<file path="config.mk">
export PLATFORM = sky130hd
export DESIGN_NAME = cpc_mem_arbiter_flat
export DESIGN_NICKNAME = d
export VERILOG_FILES = /design/src/rtl/cpc_mem_arbiter_if.sv /design/src/rtl/cpc_mem_arbiter.sv /design/src/flat_wrapper.sv
export SDC_FILE = /design/constraint.sdc
export NUM_CORES = 1
export LEC_CHECK = 0
export ABC_AREA = 0
export BUFFER_PORTS_ARGS = -buffer_cell sky130_fd_sc_hd__buf_2
export CAP_MARGIN = 10
export CORE_MARGIN = 3
export CORE_UTILIZATION = 40
export CTS_CLUSTER_SIZE = 30
export DETAILED_ROUTE_END_ITERATION = 7
export MAX_ROUTING_LAYER = met4
export PLACE_DENSITY = 0.61
export SLEW_MARGIN = 5
export SYNTH_ARGS = -nofsm -noshare
export SYNTH_HDL_FRONTEND = slang
export SYNTH_SLANG_ARGS = --single-unit
</file>
<file path="constraint.sdc">
create_clock -name clk -period 4.2 [get_ports clk]
set_input_delay 0.21 -clock clk [delete_from_list [all_inputs] [get_ports clk]]
set_output_delay 0.21 -clock clk [all_outputs]
set_load 0.01 [all_outputs]
</file>
<file path="src/rtl/cpc_mem_arbiter_if.sv">
// Shared 16-bit memory port between the arbiter (master) and the SDRAM controller (slave).
interface cpc_mem_arbiter_if;
  localparam int unsigned MA_W = 22;
  localparam int unsigned DW   = 16;

  logic            mem_req;
  logic            mem_we;
  logic [MA_W-1:0] mem_addr;
  logic [1:0]      mem_be;
  logic [DW-1:0]   mem_wdata;
  logic [DW-1:0]   mem_rdata;
  logic            mem_ack;

  modport master (
    output mem_req, mem_we, mem_addr, mem_be, mem_wdata,
    input  mem_rdata, mem_ack
  );

  modport slave (
    input  mem_req, mem_we, mem_addr, mem_be, mem_wdata,
    output mem_rdata, mem_ack
  );
endinterface

</file>
<file path="src/rtl/cpc_mem_arbiter.sv">
// Video / CPU / loader arbiter for the single shared memory port, one transaction at a time.
// Optional MEM_WATCHDOG_EN: abandons a WAIT that never sees mem_ack and sets sticky timeout.
module cpc_mem_arbiter #(
  parameter int unsigned AGE_LIMIT = 8,
  parameter int unsigned WD_CYCLES = 63
) (
  input  logic        clk,
  input  logic        reset,
  input  logic        vid_req,
  input  logic [14:0] vid_addr,
  output logic [15:0] vid_dout,
  output logic        vid_valid,
  input  logic        cpu_rd,
  input  logic        cpu_wr,
  input  logic [22:0] cpu_addr,
  input  logic [7:0]  cpu_din,
  output logic [7:0]  cpu_dout,
  output logic        cpu_ack,
  input  logic        ld_wr,
  input  logic [22:0] ld_addr,
  input  logic [7:0]  ld_data,
  output logic        ld_busy,
  output logic        timeout,
  cpc_mem_arbiter_if.master mem
);
  localparam int unsigned VA_W  = 15;
  localparam int unsigned CA_W  = 23;
  localparam int unsigned MA_W  = 22;
  localparam int unsigned DW    = 16;
  localparam int unsigned BW    = 8;
  localparam int unsigned AGE_W = 4;
  localparam logic [AGE_W-1:0] AGE_LIM = AGE_W'(AGE_LIMIT);
  localparam logic [AGE_W-1:0] AGE_MAX = '1;

  typedef enum logic [2:0] {S_IDLE, S_VID, S_CPU, S_LD, S_WAIT} state_t;
  typedef enum logic [1:0] {OWN_VID, OWN_CPU, OWN_LD} owner_t;

  state_t            state_q, state_d;
  owner_t            own_q, own_d;
  logic              cpu_lvl_q, cpu_pend_q, cpu_pend_d, cpu_we_q, cpu_we_d;
  logic [CA_W-1:0]   cpu_addr_q, cpu_addr_d, ld_addr_q, ld_addr_d;
  logic [BW-1:0]     cpu_din_q, cpu_din_d, ld_data_q, ld_data_d;
  logic              ld_busy_q, ld_busy_d;
  logic [AGE_W-1:0]  age_q, age_d;
  logic [DW-1:0]     vid_dout_q, vid_dout_d;
  logic              vid_valid_q, vid_valid_d, cpu_ack_q, cpu_ack_d;
  logic [BW-1:0]     cpu_dout_q, cpu_dout_d;
  logic              mem_req_q, mem_req_d, mem_we_q, mem_we_d;
  logic [MA_W-1:0]   mem_addr_q, mem_addr_d;
  logic [1:0]        mem_be_q, mem_be_d;
  logic [DW-1:0]     mem_wdata_q, mem_wdata_d;
  logic              cpu_lvl, xfer_done;
  logic [DW-1:0]     rd_word;

`ifdef MEM_WATCHDOG_EN
  localparam int unsigned WD_W = (WD_CYCLES > 1) ? $clog2(WD_CYCLES) : 1;
  localparam logic [WD_W-1:0] WD_LAST = WD_W'(WD_CYCLES - 1);
  logic [WD_W-1:0] wd_cnt_q, wd_cnt_d;
  logic            timeout_q, timeout_d;
`endif

  assign cpu_lvl = cpu_rd | cpu_wr;

  // Next-state, grant selection, completion and request capture
  always_comb begin
    state_d     = state_q;
    own_d       = own_q;
    cpu_pend_d  = cpu_pend_q;
    cpu_we_d    = cpu_we_q;
    cpu_addr_d  = cpu_addr_q;
    cpu_din_d   = cpu_din_q;
    ld_busy_d   = ld_busy_q;
    ld_addr_d   = ld_addr_q;
    ld_data_d   = ld_data_q;
    age_d       = age_q;
    vid_dout_d  = vid_dout_q;
    cpu_dout_d  = cpu_dout_q;
    vid_valid_d = 1'b0;
    cpu_ack_d   = 1'b0;
    mem_req_d   = mem_req_q;
    mem_we_d    = mem_we_q;
    mem_addr_d  = mem_addr_q;
    mem_be_d    = mem_be_q;
    mem_wdata_d = mem_wdata_q;
    xfer_done   = 1'b0;
    rd_word     = mem.mem_rdata;
`ifdef MEM_WATCHDOG_EN
    wd_cnt_d    = wd_cnt_q;
    timeout_d   = timeout_q;
`endif

    unique case (state_q)
      S_IDLE: begin
        if (vid_req) begin
          state_d     = S_VID;
          own_d       = OWN_VID;
          mem_req_d   = 1'b1;
          mem_we_d    = 1'b0;
          mem_addr_d  = {7'b0, vid_addr[VA_W-1:0]};
          mem_be_d    = 2'b11;
        end else if (ld_busy_q && (age_q >= AGE_LIM || !cpu_pend_q)) begin
          state_d     = S_LD;
          own_d       = OWN_LD;
          age_d       = '0;
          mem_req_d   = 1'b1;
          mem_we_d    = 1'b1;
          mem_addr_d  = ld_addr_q[CA_W-1:1];
          mem_be_d    = ld_addr_q[0] ? 2'b10 : 2'b01;
          mem_wdata_d = {ld_data_q, ld_data_q};
        end else if (cpu_pend_q) begin
          state_d     = S_CPU;
          own_d       = OWN_CPU;
          mem_req_d   = 1'b1;
          mem_we_d    = cpu_we_q;
          mem_addr_d  = cpu_addr_q[CA_W-1:1];
          mem_be_d    = cpu_addr_q[0] ? 2'b10 : 2'b01;
          mem_wdata_d = {cpu_din_q, cpu_din_q};
          if (ld_busy_q && age_q != AGE_MAX) age_d = age_q + 4'd1;
        end
      end
      S_VID, S_CPU, S_LD: begin
        state_d = S_WAIT;
`ifdef MEM_WATCHDOG_EN
        wd_cnt_d = '0;
`endif
      end
      S_WAIT: begin
        if (mem.mem_ack) begin
          xfer_done = 1'b1;
`ifdef MEM_WATCHDOG_EN
        end else if (wd_cnt_q == WD_LAST) begin
          // Abandoned transaction still completes toward the requester, with all-ones data
          xfer_done = 1'b1;
          rd_word   = '1;
          timeout_d = 1'b1;
        end else begin
          wd_cnt_d = wd_cnt_q + 1'b1;
`endif
        end
      end
      default: state_d = S_IDLE;
    endcase

    if (xfer_done) begin
      state_d   = S_IDLE;
      mem_req_d = 1'b0;
      unique case (own_q)
        OWN_VID: begin
          vid_dout_d  = rd_word;
          vid_valid_d = 1'b1;
        end
        OWN_CPU: begin
          cpu_ack_d  = 1'b1;
          cpu_pend_d = 1'b0;
          if (!mem_we_q) cpu_dout_d = mem_be_q[1] ? rd_word[15:8] : rd_word[7:0];
        end
        default: ld_busy_d = 1'b0;
      endcase
    end

    // A new CPU edge wins over a same-cycle completion so it is never lost
    if (cpu_lvl && !cpu_lvl_q) begin
      cpu_pend_d = 1'b1;
      cpu_we_d   = cpu_wr;
      cpu_addr_d = cpu_addr;
      cpu_din_d  = cpu_din;
    end

    if (ld_wr && !ld_busy_q) begin
      ld_busy_d = 1'b1;
      ld_addr_d = ld_addr;
      ld_data_d = ld_data;
    end
  end

  always_ff @(posedge clk or posedge reset) begin
    if (reset) begin
      state_q     <= S_IDLE;
      own_q       <= OWN_VID;
      cpu_lvl_q   <= 1'b0;
      cpu_pend_q  <= 1'b0;
      cpu_we_q    <= 1'b0;
      cpu_addr_q  <= '0;
      cpu_din_q   <= '0;
      ld_busy_q   <= 1'b0;
      ld_addr_q   <= '0;
      ld_data_q   <= '0;
      age_q       <= '0;
      vid_dout_q  <= '0;
      vid_valid_q <= 1'b0;
      cpu_dout_q  <= 8'hFF;
      cpu_ack_q   <= 1'b0;
      mem_req_q   <= 1'b0;
      mem_we_q    <= 1'b0;
      mem_addr_q  <= '0;
      mem_be_q    <= '0;
      mem_wdata_q <= '0;
`ifdef MEM_WATCHDOG_EN
      wd_cnt_q    <= '0;
      timeout_q   <= 1'b0;
`endif
    end else begin
      state_q     <= state_d;
      own_q       <= own_d;
      cpu_lvl_q   <= cpu_lvl;
      cpu_pend_q  <= cpu_pend_d;
      cpu_we_q    <= cpu_we_d;
      cpu_addr_q  <= cpu_addr_d;
      cpu_din_q   <= cpu_din_d;
      ld_busy_q   <= ld_busy_d;
      ld_addr_q   <= ld_addr_d;
      ld_data_q   <= ld_data_d;
      age_q       <= age_d;
      vid_dout_q  <= vid_dout_d;
      vid_valid_q <= vid_valid_d;
      cpu_dout_q  <= cpu_dout_d;
      cpu_ack_q   <= cpu_ack_d;
      mem_req_q   <= mem_req_d;
      mem_we_q    <= mem_we_d;
      mem_addr_q  <= mem_addr_d;
      mem_be_q    <= mem_be_d;
      mem_wdata_q <= mem_wdata_d;
`ifdef MEM_WATCHDOG_EN
      wd_cnt_q    <= wd_cnt_d;
      timeout_q   <= timeout_d;
`endif
    end
  end

  assign vid_dout      = vid_dout_q;
  assign vid_valid     = vid_valid_q;
  assign cpu_dout      = cpu_dout_q;
  assign cpu_ack       = cpu_ack_q;
  assign ld_busy       = ld_busy_q;
  assign mem.mem_req   = mem_req_q;
  assign mem.mem_we    = mem_we_q;
  assign mem.mem_addr  = mem_addr_q;
  assign mem.mem_be    = mem_be_q;
  assign mem.mem_wdata = mem_wdata_q;

`ifdef MEM_WATCHDOG_EN
  assign timeout = timeout_q;
`else
  assign timeout = 1'b0;
`endif
endmodule

</file>
<file path="src/flat_wrapper.sv">
// flat-port wrapper written by rule: the top's interface ports become plain ports
module cpc_mem_arbiter_flat 
#(
  parameter int unsigned AGE_LIMIT = 8,
  parameter int unsigned WD_CYCLES = 63
)
  (clk, reset, vid_req, vid_addr, vid_dout, vid_valid, cpu_rd, cpu_wr, cpu_addr, cpu_din, cpu_dout, cpu_ack, ld_wr, ld_addr, ld_data, ld_busy, timeout, mem_mem_req, mem_mem_we, mem_mem_addr, mem_mem_be, mem_mem_wdata, mem_mem_rdata, mem_mem_ack);
  cpc_mem_arbiter_if mem_i ();
  input  logic clk;
  input  logic reset;
  input  logic vid_req;
  input  logic [14:0] vid_addr;
  output logic [15:0] vid_dout;
  output logic vid_valid;
  input  logic cpu_rd;
  input  logic cpu_wr;
  input  logic [22:0] cpu_addr;
  input  logic [7:0] cpu_din;
  output logic [7:0] cpu_dout;
  output logic cpu_ack;
  input  logic ld_wr;
  input  logic [22:0] ld_addr;
  input  logic [7:0] ld_data;
  output logic ld_busy;
  output logic timeout;
  output wire logic [$bits(mem_i.mem_req)-1:0] mem_mem_req;
  output wire logic [$bits(mem_i.mem_we)-1:0] mem_mem_we;
  output wire logic [$bits(mem_i.mem_addr)-1:0] mem_mem_addr;
  output wire logic [$bits(mem_i.mem_be)-1:0] mem_mem_be;
  output wire logic [$bits(mem_i.mem_wdata)-1:0] mem_mem_wdata;
  input wire logic [$bits(mem_i.mem_rdata)-1:0] mem_mem_rdata;
  input wire logic [$bits(mem_i.mem_ack)-1:0] mem_mem_ack;
  assign mem_mem_req = mem_i.mem_req;
  assign mem_mem_we = mem_i.mem_we;
  assign mem_mem_addr = mem_i.mem_addr;
  assign mem_mem_be = mem_i.mem_be;
  assign mem_mem_wdata = mem_i.mem_wdata;
  assign mem_i.mem_rdata = mem_mem_rdata;
  assign mem_i.mem_ack = mem_mem_ack;
  cpc_mem_arbiter #(.AGE_LIMIT(AGE_LIMIT), .WD_CYCLES(WD_CYCLES)) u_core (.clk(clk), .reset(reset), .vid_req(vid_req), .vid_addr(vid_addr), .vid_dout(vid_dout), .vid_valid(vid_valid), .cpu_rd(cpu_rd), .cpu_wr(cpu_wr), .cpu_addr(cpu_addr), .cpu_din(cpu_din), .cpu_dout(cpu_dout), .cpu_ack(cpu_ack), .ld_wr(ld_wr), .ld_addr(ld_addr), .ld_data(ld_data), .ld_busy(ld_busy), .timeout(timeout), .mem(mem_i));
endmodule
</file>
==> implementation parameters, run 1 <==
Parameter                              Value

Routing
  WL final ... between 10 and 15 mm
  Avg WL per Cell ... about 17 um
  Number of vias per cell ... 4.98
  Drc violations ... 0
  Number of optimization iterations in the first detailed-route pass ... 4
  ANT nets after route ... 0
  Vias after detailed routing ... 3970
  First-iteration detailed-routing DRC count ... approximately 150

Synth
  Most instantiated flip-flop cell in the synthesis netlist ... dfrtp_1
  Share of synthesized registers carrying an async set or reset ... 1.00
  Yosys warnings ... 0
  Count of flip-flops with a built-in enable after synthesis ... 0
  Register area share after synthesis ... 0.591
  Flip-flop and latch count after synthesis ... 135
  Unique cell type count in the Yosys netlist ... 40
  Post-Syn Area ... 5730 sq um
  Post-Syn Instances ... 422
  Synthesized net count ... 524
  Mean instance size in the synthesized netlist ... 13.6 sq um

Power and ir drop
  Sequential Power Share ... 0.407
  Leakage dissipation ... ~3.6 nW
  Overall power after layout ... about 5.3 mW
  Max IR drop VDD ... 0.386 mV
  Cell Pwr Density ... 714 nW/um^2
  Proportion of total power due to net switching ... 0.329
  Clock network power share ... 0.267
  Cell internal power dissipation ... 3.59 mW
  Logic gate share of total power ... 0.325
  Switch Pwr ... 1.76 mW

Finish
  Fraction of layout instances using a drive strength above 1 ... 0.514
  Final-layout fill cell count ... 1198
  Synthesis-to-finish area growth ... 30.6%
  Net count reported at finish ... 706
  Combined flip-flop and latch cell area ... 3390 sq um
  Diode insertion count for antenna repair ... 0
  Multi-input logic area ... 2160 sq um

Placement
  Estimated wirelength of the detail-placed design ... between 8 and 9 mm
  Final estimated routing congestion in global placement ... 0.776
  Input/output buffers ... 168
  Pre-CTS setup slack ... roughly 2.1 ns

Flow run
  Max-capacitance violation count ... 0

Clock network
  Number of buffers added for setup after CTS ... 0
  CTS Buffer Depth ... 2
  Num Clock Sinks ... 135
  Worst skew pair latency ... approximately 0.43 ns
  Cell chosen for the clock root ... clkbuf_16
  Clock buffer count from CTS ... 17
  Clock tree from TritonCTS ... yes
  CTS clock-pin slew for the worst setup and hold paths ... 0.06 ns
  CTS H-tree depth ... 4

Floorplan
  Starting density of the core ... 0.411
  Total I/O pin count ... 170
  Core outline area ... 13900 sq um
  Die outline width ... about 130 um
  Number of cell rows ... 43
  Floorplan die height ... between 100 and 150 um
  Die outline area ... 15800 sq um

Timing
  Max-slew violations ... 0
  Min cycle time layout ... roughly 2.2 ns
  Tightest Pin Transition ... approximately 1.1 ns
  Final total negative setup slack ... 0 ns
  Max-slew headroom at the worst pin ... 0.267
  Worst Setup Slack, final ... roughly 2 ns
  Final worst-path cycle share ... 0.515
  Setup repair after global routing missed its margin ... false
  Hold_ws ... -0.00384 ns
  Fmax ... 0.462 GHz
  Clock skew ... roughly 0.016 ns
  Final Hold Viols ... 2
  Final setup violation count ... 0

Critical path
  Arrival time at the worst endpoint ... 2.43 ns
  Critical path's top delay family ... compound AO/OA/AOI/OAI gates
  Worst Path Max Fanout ... 24
  Capturing element type of the critical path ... flip-flop
  WP data required ... 4.46 ns
  Crit path largest cell delay ... roughly 0.71 ns
  Type of element launching the critical path ... flip-flop
  Critical path type ... flip-flop to flip-flop
  Worst path buffer plus inverter count ... 0
  Worst path cell trace ... nor3_4 -> o31ai_4 -> a21oi_1 -> o21ai_0
  Slowest stage cell, crit path ... nor3_4

Outcome
  Result of the run ... finished with violations
  Violated checks ... negative hold slack

GRT
  Global-route wire length before repair ... roughly 22 mm
  Pin count of the biggest net entering global routing ... 106
  Number of antenna violations at the first check in global routing ... 0
  Grt ovf ... 0
  Overall fraction of global-route tracks in use ... 0.180
  Vias in the first global route ... 4285

Hold path
  Class of the most critical hold timing path ... primary input to asynchronous set/reset pin
[worst paths after layout]
path / to / cells after the start / slack [ns] / start
max reg2reg: u_core.mem.mem_addr[0]$_DFFE_PP0P_ / 4 / 2.04 / u_core.state_q[2]$_DFFE_PP0P_
min: u_core.vid_dout[12]$_DFFE_PP0P_ / 2 / -0.004 / reset
min in group clk: u_core.cpu_addr_q[13]$_DFFE_PP0P_ / 2 / 0.02 / cpu_addr[13]
max: u_core.mem.mem_addr[0]$_DFFE_PP0P_ / 4 / 2.04 / u_core.state_q[2]$_DFFE_PP0P_
max in group asynchronous: u_core.mem.mem_wdata[9]$_DFFE_PP0P_ / 3 / 3.22 / reset
min reg2reg: u_core.mem.mem_addr[16]$_DFFE_PP0P_ / 2 / 0.47 / u_core.mem.mem_addr[16]$_DFFE_PP0P_
[worst register-to-register path: stages, from the launching register on]
cell and delay, ns:
dfrtp_1 0.49, nor3_4 0.71, o31ai_4 0.44, a21oi_1 0.27
o21ai_0 0.10
[layer usage]
layer | share of wire | routed length [um] | global-route usage
met1 | 0.44 | 5860 | 0.213
met5 | 0 | 0 | -
met3 | 0.061 | 810 | 0.0606
met2 | 0.49 | 6480 | 0.292
met4 | 0.010 | 138 | 0.0580
[cells in the final DEF (no fill, tap or decap), types with 5 or more instances in the layout]
cell,instances
a21oi_1,17
and3_1,15
buf_2,168
clkbuf_16,17
dfrtp_1,127
dfstp_2,8
dlygate4sd3_1,25
inv_1,5
mux2_2,86
mux2_4,9
mux2i_1,32
nand2_1,21
o21ai_0,33
[flip-flops by register name, summed over array words and instances, names as in the netlist]
signal                flops
u_core.mem.mem_be         2
u_core.ld_data_q          8
u_core.own_q              2
u_core.cpu_ack            1
u_core.ld_busy            1
u_core.vid_valid          1
u_core.cpu_dout           8
u_core.state_q            3
u_core.mem.mem_we         1
u_core.mem.mem_addr      22
u_core.cpu_addr_q        23
u_core.vid_dout          16
u_core.mem.mem_req        1
u_core.cpu_we_q           1
u_core.cpu_pend_q         1
u_core.age_q              4
u_core.ld_addr_q         23
u_core.cpu_din_q          8
u_core.mem.mem_wdata      8
u_core.cpu_lvl_q          1
[cell type report]
class                      instances  share of cell area
sequential                       135               0.452
multi-input combinational        249               0.289
timing repair buffer             195               0.148
clock buffer                      22              0.0647
tap                              180              0.0301
clock inverter                    10              0.0129
inverter                           6             0.00368
[cells in the mapped netlist (2+ instances only)]
cell type / n / area [sq um]
dfrtp_1: 127 / 3180
mux2_2: 86 / 968
o21ai_0: 33 / 165
mux2i_1: 32 / 320
nand2_1: 21 / 78.8
a21oi_1: 17 / 85.1
and3_1: 15 / 93.8
buf_4: 11 / 82.6
buf_2: 10 / 50.1
clkbuf_1: 9 / 33.8
mux2_4: 9 / 135
dfstp_2: 8 / 210
inv_1: 6 / 22.5
nor2_1: 4 / 15.0
nand3_1: 3 / 15.0
and2_1: 2 / 12.5
ha_1: 2 / 25.0
nand2b_1: 2 / 12.5
nor2_2: 2 / 12.5
nor3_4: 2 / 32.5
o21a_1: 2 / 15.0
[metrics by stage]
stage	area [sq um]	utilization	hold WS [ns]	instances
CTS	7490	0.537	0.000406	797
detailed placement	6660	0.478	0.446	740
floorplan	5730	-	0.333	422
global placement	6660	0.478	0.442	740
global route	7490	0.537	0.00766	797
finish	7490	0.537	-0.00384	797
[kinds of logic after synthesis]
| kind of cell | Yosys count | synth area share |
|---|---|---|
| other | 1 | 0.000654 |
| AO/OA/AOI/OAI | 61 | 0.0598 |
| flip-flops | 135 | 0.591 |
| buffers and inverters | 38 | 0.0373 |
| multiplexers | 127 | 0.248 |
| adder cells (fa/ha/maj) | 2 | 0.00436 |
| AND/OR/NAND/NOR | 58 | 0.0585 |
[repair_timing]
| action | 4_1_cts | 5_1_grt |
|---|---|---|
| setup endpoints to repair | 0 | 0 |
| endpoints found under the hold margin | 25 | 0 |
| gates resized for setup | 0 | 0 |
| hold buffers | 25 | 0 |
[power by group through the flow]
stage | Combinational, mW | Sequential, mW | Clock [mW]
2_1_floorplan | 1.12 | 2.24 | 0
3_3_place_gp | 1.70 | 2.18 | 0
3_5_place_dp | 1.74 | 2.20 | 0
4_1_cts | 1.77 | 2.18 | 1.47
5_1_grt | 1.91 | 2.25 | 1.52
6_report | 1.74 | 2.18 | 1.43
Power figures use the tool's default switching activity.
==> run 2, diff against run 1 <==
- clock period: 4.2 -> 2.2 ns (I/O delays scaled with it)
==> run 2 against run 1 <==
  * Count of clock-buffer cells in the layout is 3 higher
  * Critical endpoint is now u_core.mem.mem_addr[9]$_DFFE_PP0P_
  * Highest routed layer unchanged
  * The flow now finishes without violations
  * Flip-flop and latch count unchanged
  * Cell area up 9.8%
==> implementation parameters, run 2 (same netlist as run 1, synthesis figures left out) <==
Parameter                              Value

GRT
  Number of antenna violations at the first check in global routing ... 0 (unchanged)
  Pin count of the biggest net entering global routing ... 73 (-31%)
  Vias in the first global route ... 4521 (+5.5%)
  Grt ovf ... 0 (unchanged)
  Busiest layer in global routing ... met2
  Met2 capacity usage during global routing ... 0.319 (+0.0277)
  Global-route wire length before repair ... 22.9 mm (+5.9%)
  Overall fraction of global-route tracks in use ... 0.189 (+0.00903)
  Met3 GRT Util ... 0.0547 (-0.00594)
  Met1 Use GR ... 0.223 (+0.00994)

Finish
  Commonest non-fill, non-tap cells in the layout ... 168 x buf_2, 127 x dfrtp_1, 86 x mux2_2
  Fraction of layout instances using a drive strength above 1 ... 0.471 (-0.0423)
  Non-Filler Instances ... 863 (+8.3%)
  Net count reported at finish ... 772 (+9.3%)
  Diode insertion count for antenna repair ... 0 (unchanged)
  Commonest non-fill, non-tap cell in the layout ... buf_2
  Final-layout fill cell count ... 1104 (-7.8%)
  Synthesis-to-finish area growth ... 43.4%
  Post-route cell area ... 8220 sq um (+9.8%)

Floorplan
  Floorplan die height ... 126 um (unchanged)
  Core outline area ... 13900 sq um (unchanged)
  Die outline area ... 15800 sq um (unchanged)
  Die outline width ... 126 um (unchanged)
  Total I/O pin count ... 170 (unchanged)
  Starting density of the core ... 0.411 (unchanged)
  Number of cell rows ... 43 (unchanged)

Timing
  Min cycle time layout ... 1.85 ns (-0.319 ns)
  Hold_ws ... 0.0320 ns (+0.0359 ns)
  Clock skew ... 0.0164 ns (+0.000641 ns)
  Max-slew headroom at the worst pin ... 0.324 (+0.0572)
  Final setup violation count ... 0 (unchanged)
  Setup repair after global routing missed its margin ... false
  Final total negative setup slack ... 0 ns (unchanged)
  Final worst-path cycle share ... 0.839 (+0.323)
  Final Hold Viols ... 0 (-2)
  Fmax ... 0.542 GHz (+17%)
  Tightest Pin Transition ... 1.01 ns (-0.0816 ns)
  Max-slew violations ... 0 (unchanged)

Clock network
  Clock buffer count from CTS ... 17 (unchanged)
  Cell chosen for the clock root ... clkbuf_16
  Clock tree from TritonCTS ... yes
  CTS H-tree depth ... 4 (unchanged)
  CTS Buffer Depth ... 2 (unchanged)
  CTS clock-pin slew for the worst setup and hold paths ... 0.06 ns (about the same)
  Num Clock Sinks ... 135 (unchanged)
  Worst skew pair latency ... 0.42 ns (about the same)

Critical path
  WP data required ... 2.54 ns (-1.92 ns)
  Critical path's top delay family ... compound AO/OA/AOI/OAI gates
  Capturing element type of the critical path ... flip-flop
  Critical path type ... flip-flop to flip-flop
  Crit path largest cell delay ... 0.92 ns (+0.21 ns)
  Slowest stage cell, crit path ... o31ai_4
  Worst Path Max Fanout ... 24 (unchanged)
  Type of element launching the critical path ... flip-flop
  Worst path buffer plus inverter count ... 0 (unchanged)
  Worst path cell trace ... o31ai_4 -> a21oi_1 -> o21ai_0
  Arrival time at the worst endpoint ... 2.18 ns (-0.25 ns)

Hold path
  Class of the most critical hold timing path ... primary input to flip-flop

Power and ir drop
  Clock network power share ... 0.278 (+0.011)
  Leakage dissipation ... 3.93 nW (+8.8%)
  Sequential Power Share ... 0.394 (-0.013)
  Cell internal power dissipation ... 7.25 mW (+100%)
  Cell Pwr Density ... 1290 nW/um^2 (+81%)
  Max IR drop VDD ... 0.739 mV (+91%)
  Logic gate share of total power ... 0.329 (+0.004)
  Proportion of total power due to net switching ... 0.316 (-0.0125)
  Switch Pwr ... 3.35 mW (+91%)

Routing
  Number of optimization iterations in the first detailed-route pass ... 4 (unchanged)
  Avg WL per Cell ... 16.4 um (-1.9%)
  WL final ... 14.1 mm (+6.2%)
  First-iteration detailed-routing DRC count ... 143 (-1.4%)
  Vias after detailed routing ... 4228 (+6.5%)
  ANT nets after route ... 0 (unchanged)
  Number of vias per cell ... 4.90 (-1.6%)
  Drc violations ... 0 (unchanged)

Placement
  Placed cell areas ... 6760 sq um (+1.5%)
  Estimated wirelength of the detail-placed design ... 8.98 mm (+1.8%)
  Input/output buffers ... 168 (unchanged)
  Number of placed instances, taps included ... 747 (+0.95%)
  Final estimated routing congestion in global placement ... 0.794 (+2.3%)

Outcome
  Result of the run ... completed

Flow run
  Max-capacitance violation count ... 0 (unchanged)
-- run 2: worst paths after layout --
check / startpoint / endpoint / slack (ns) / cells after the start
max in group asynchronous: reset / u_core.cpu_dout[4]$_DFFE_PP1P_ / 1.47 / 4
max: u_core.ld_busy$_DFFE_PP0P_ / u_core.mem.mem_addr[9]$_DFFE_PP0P_ / 0.35 / 3
max reg2reg: u_core.ld_busy$_DFFE_PP0P_ / u_core.mem.mem_addr[9]$_DFFE_PP0P_ / 0.35 / 3
min: vid_addr[0] / u_core.mem.mem_addr[0]$_DFFE_PP0P_ / 0.03 / 4
min reg2reg: u_core.mem.mem_addr[0]$_DFFE_PP0P_ / u_core.mem.mem_addr[0]$_DFFE_PP0P_ / 0.49 / 2
min in group asynchronous: reset / u_core.cpu_addr_q[5]$_DFFE_PP0P_ / 0.37 / 4
-- run 2: area by class of cell --
type / count / area (sq um) / share of cell area
Multi-Input combinational cell: 249 / 2160 / 0.263
Tap cell: 180 / 225 / 0.0274
Clock buffer: 25 / 505 / 0.0615
Sequential cell: 135 / 3390 / 0.412
Timing Repair Buffer: 261 / 1800 / 0.219
Clock inverter: 7 / 115 / 0.0140
Inverter: 6 / 26.3 / 0.00320
-- run 2: stage by stage --
step | power, mW | setup slack (ns) | util
global placement | 7.49 | 0.393 | 0.485
detailed placement | 7.62 | 0.320 | 0.485
finish | 10.6 | 0.354 | 0.590
global route | 11.2 | 0.142 | 0.590
CTS | 10.7 | 0.303 | 0.590
floorplan | 6.42 | 0.417 | -
-- run 2: tightest hold or removal path, cell delays in order --
cell	delay (ns)
buf_2	0.07
and3_1	0.13
a21oi_1	0.04
o21ai_0	0.06
-- run 2: power by group through the flow --
stage | logic [mW] | registers, mW | clock network (mW)
global route | 3.83 | 4.31 | 3.11
finish | 3.49 | 4.17 | 2.94
detailed placement | 3.41 | 4.21 | 0
global placement | 3.33 | 4.16 | 0
CTS | 3.54 | 4.18 | 3.01
floorplan | 2.14 | 4.28 | 0
-- run 2: what timing repair did --
action,in CTS,in global routing
setup buffers,0,0
hold buffers,84,0
resized for setup,0,0
endpoints found under the hold margin,209,0
endpoints found under the setup margin,0,0
-- run 2: per-layer routing --
metal	share of wire	routed length, um	up-vias
met5	0	0	-
met4	0.012	167	0
met3	0.050	706	13
met2	0.50	7110	132
met1	0.43	6130	2104
li1	-	-	1979
==> run 3, diff against run 2 <==
- ABC_AREA: 0 -> 1
- PLACE_DENSITY: 0.61 -> 0.63
- clock period: 2.2 -> 1.5 ns (I/O delays scaled with it)
==> run 3 against run 2 <==
  * Register-to-register slack worse by 0.20 ns
  * Core utilization up 0.88 points
  * Clock skew increased by 0.0012 ns
  * Synthesized cell count up 58%
  * Critical endpoint is now ld_busy
  * Highest routed layer unchanged
==> implementation parameters, run 3 <==
Parameter                              Value

Outcome
  Result of the run ... completed

Timing
  Setup repair after global routing missed its margin ... false
  Max-slew violations ... 0 (unchanged)
  Final setup violation count ... 0 (unchanged)
  Final worst-path cycle share ... 0.915
  Clock skew ... 0.0176 ns (+0.00117 ns)
  Worst Setup Slack, final ... 0.127 ns (-0.228 ns)
  Max-slew headroom at the worst pin ... 0.618 (+0.294)
  Fmax ... 0.728 GHz
  Tightest Pin Transition ... 0.571 ns (-0.442 ns)
  Final total negative setup slack ... 0 ns (unchanged)
  Final Hold Viols ... 0 (unchanged)
  Min cycle time layout ... roughly 1.4 ns

Floorplan
  Floorplan die height ... 130 um (+3.0%)
  Die outline area ... 16800 sq um (+6.1%)
  Core outline area ... 14800 sq um (+5.9%)
  Total I/O pin count ... 170 (unchanged)
  Starting density of the core ... 0.414 (+0.00225)
  Number of cell rows ... 44 (+2.3%)
  Die outline width ... 130 um (+3.0%)

Power and ir drop
  Max IR drop VDD ... 0.995 mV (+35%)
  Cell Pwr Density ... 1950 nW/um^2 (+51%)
  Leakage dissipation ... 4.53 nW (+15%)

Synth
  Flip-flop and latch count after synthesis ... 135 (unchanged)
  Share of synthesized registers carrying an async set or reset ... 1.00 (unchanged)
  Mean instance size in the synthesized netlist ... 9.14 sq um (-33%)
  Synthesized net count ... 770 (+47%)
  Cell type contributing the most total cell area after synthesis ... dfrtp_1
  Register area share after synthesis ... 0.555 (-0.0359)
  Post-Syn Instances ... 668 (+58%)
  Most instantiated flip-flop cell in the synthesis netlist ... dfrtp_1
  Leading post-synthesis cells by instance count ... 222 x nand2_1, 127 x dfrtp_1, 86 x nand3_1
  Yosys warnings ... 0 (unchanged)
  Unique cell type count in the Yosys netlist ... 29 (-28%)
  Post-Syn Area ... 6100 sq um (+6.5%)
  Top-count cell post-synth ... nand2_1
  Count of flip-flops with a built-in enable after synthesis ... 0 (unchanged)
  Yosys top cell area share ... 0.521 (-0.0336)
  Cell types occupying the most area after synthesis ... dfrtp_1 52%, nand2_1 14%, nand3_1 7.1%

Critical path
  Capturing element type of the critical path ... output port
  Type of element launching the critical path ... flip-flop
  Worst Path Max Fanout ... 18 (-25%)
  WP data required ... 1.42 ns (-1.12 ns)
  Slowest stage cell, crit path ... dfrtp_1
  Arrival time at the worst endpoint ... 1.30 ns (-0.88 ns)
  Critical path type ... flip-flop to output port
  Crit path largest cell delay ... 0.40 ns (-0.52 ns)
  Worst path cell trace ... buf_4 -> buf_2

GRT
  Global-route wire length before repair ... 26.9 mm (+17%)
  Overall fraction of global-route tracks in use ... 0.212 (+0.0232)
  Pin count of the biggest net entering global routing ... 41 (-44%)
  Grt ovf ... 0 (unchanged)
  Number of antenna violations at the first check in global routing ... 1 (+1)
  Vias in the first global route ... 5483 (+21%)

Clock network
  CTS clock-pin slew for the worst setup and hold paths ... 0.06 ns (about the same)
  Num Clock Sinks ... 135 (unchanged)
  Number of buffers added for setup after CTS ... 0 (unchanged)
  CTS Buffer Depth ... 2 (unchanged)
  Cell chosen for the clock root ... clkbuf_16
  Clock buffer count from CTS ... 17 (unchanged)
  CTS H-tree depth ... 4 (unchanged)
  Clock tree from TritonCTS ... yes
  Worst skew pair latency ... 0.42 ns (about the same)

Placement
  Estimated wirelength of the detail-placed design ... 11.0 mm (+22%)
  Final estimated routing congestion in global placement ... 0.826 (+4.0%)
  Pre-CTS setup slack ... 0.135 ns (-0.185 ns)
  Number of placed instances, taps included ... 1000 (+34%)
  Input/output buffers ... 168 (unchanged)

Finish
  Fraction of layout instances using a drive strength above 1 ... 0.313 (-0.158)
  Non-Filler Instances ... 1131 (+31%)
  Commonest non-fill, non-tap cell in the layout ... nand2_1
  Synthesis-to-finish area growth ... 44.7%
  Commonest non-fill, non-tap cells in the layout ... 222 x nand2_1, 168 x buf_2, 127 x dfrtp_1
  Net count reported at finish ... 1034 (+34%)

Routing
  WL final ... 16.5 mm (+17%)
  Avg WL per Cell ... 14.6 um (-11%)
  First-iteration detailed-routing DRC count ... 289 (+100%)
  Drc violations ... 0 (unchanged)
  Number of optimization iterations in the first detailed-route pass ... 5 (+1)
  Vias after detailed routing ... 5293 (+25%)
  ANT nets after route ... 0 (unchanged)
  Number of vias per cell ... 4.68 (-4.5%)

Flow run
  Max-capacitance violation count ... 0 (unchanged)

Hold path
  Class of the most critical hold timing path ... primary input to flip-flop
-- run 3: cell type report --
class	count	area, sq um
Clock buffer	17	425
Sequential cell	135	3390
Timing Repair Buffer	289	2090
Antenna cell	2	5.00
Inverter	46	176
Fill cell	1229	5920
Clock inverter	15	274
Multi-Input combinational cell	443	2240
Tap cell	184	230
-- run 3: cells by family after synthesis --
group           Yosys count  synth area share
compound gates           52            0.0426
xor+xnor                  1           0.00144
fa+ha+maj                 2           0.00410
buf+inv                  90            0.0783
flops                   135             0.555
mux                      35            0.0646
other cells               1          0.000614
simple gates            352             0.253
-- run 3: worst paths after layout --
kind,from,end,slack (ns),cells past startpoint
max,u_core.ld_busy$_DFFE_PP0P_,ld_busy,0.13,2
min,cpu_rd,u_core.cpu_lvl_q$_DFF_PP0_,0.09,2
max reg2reg,u_core.state_q[0]$_DFFE_PP0P_,u_core.mem.mem_addr[8]$_DFFE_PP0P_,0.15,8
min reg2reg,u_core.cpu_addr_q[20]$_DFFE_PP0P_,u_core.cpu_addr_q[20]$_DFFE_PP0P_,0.47,2
max in group asynchronous,reset,u_core.cpu_addr_q[5]$_DFFE_PP0P_,0.63,4
min in group asynchronous,reset,u_core.mem.mem_wdata[8]$_DFFE_PP0P_,0.26,3
-- run 3: what timing repair did --
item	in CTS	in global routing
hold endpoints to repair	114	0
resized for setup	0	1
setup endpoints to repair	0	4
hold buffers	97	0
-- run 3: stage by stage --
step | hold WS (ns) | instance area (sq um) | power (mW) | utilization
2_1_floorplan | 0.182 | 6110 | 10.1 | -
3_3_place_gp | 0.170 | 7150 | 12.0 | 0.485
3_5_place_dp | 0.175 | 7150 | 12.2 | 0.485
4_1_cts | 0.0519 | 8820 | 17.3 | 0.598
5_1_grt | 0.0822 | 8830 | 18.5 | 0.599
6_report | 0.0945 | 8830 | 17.2 | 0.599
-- run 3: critical path: cells and delay by family (launching register included) --
family | cells | cell delay, ns
buffers and inverters | 2 | 0.48
flip-flops | 1 | 0.40
-- run 3: per-layer routing --
layer	track usage	share of wire	vias up
li1	-	-	2657
met1	0.264	0.44	2453
met2	0.345	0.49	171
met3	0.0548	0.056	12
met4	0.0617	0.0090	0
met5	-	0	-
-- run 3: power breakdown --
part           leakage, nW  internal, mW  switching [mW]  total [mW]
logic                 2.57          2.68            3.57        6.24
registers             1.62          5.18           0.884        6.07
clock network        0.334          3.30            1.61        4.90
total                 4.53          11.2            6.06        17.2
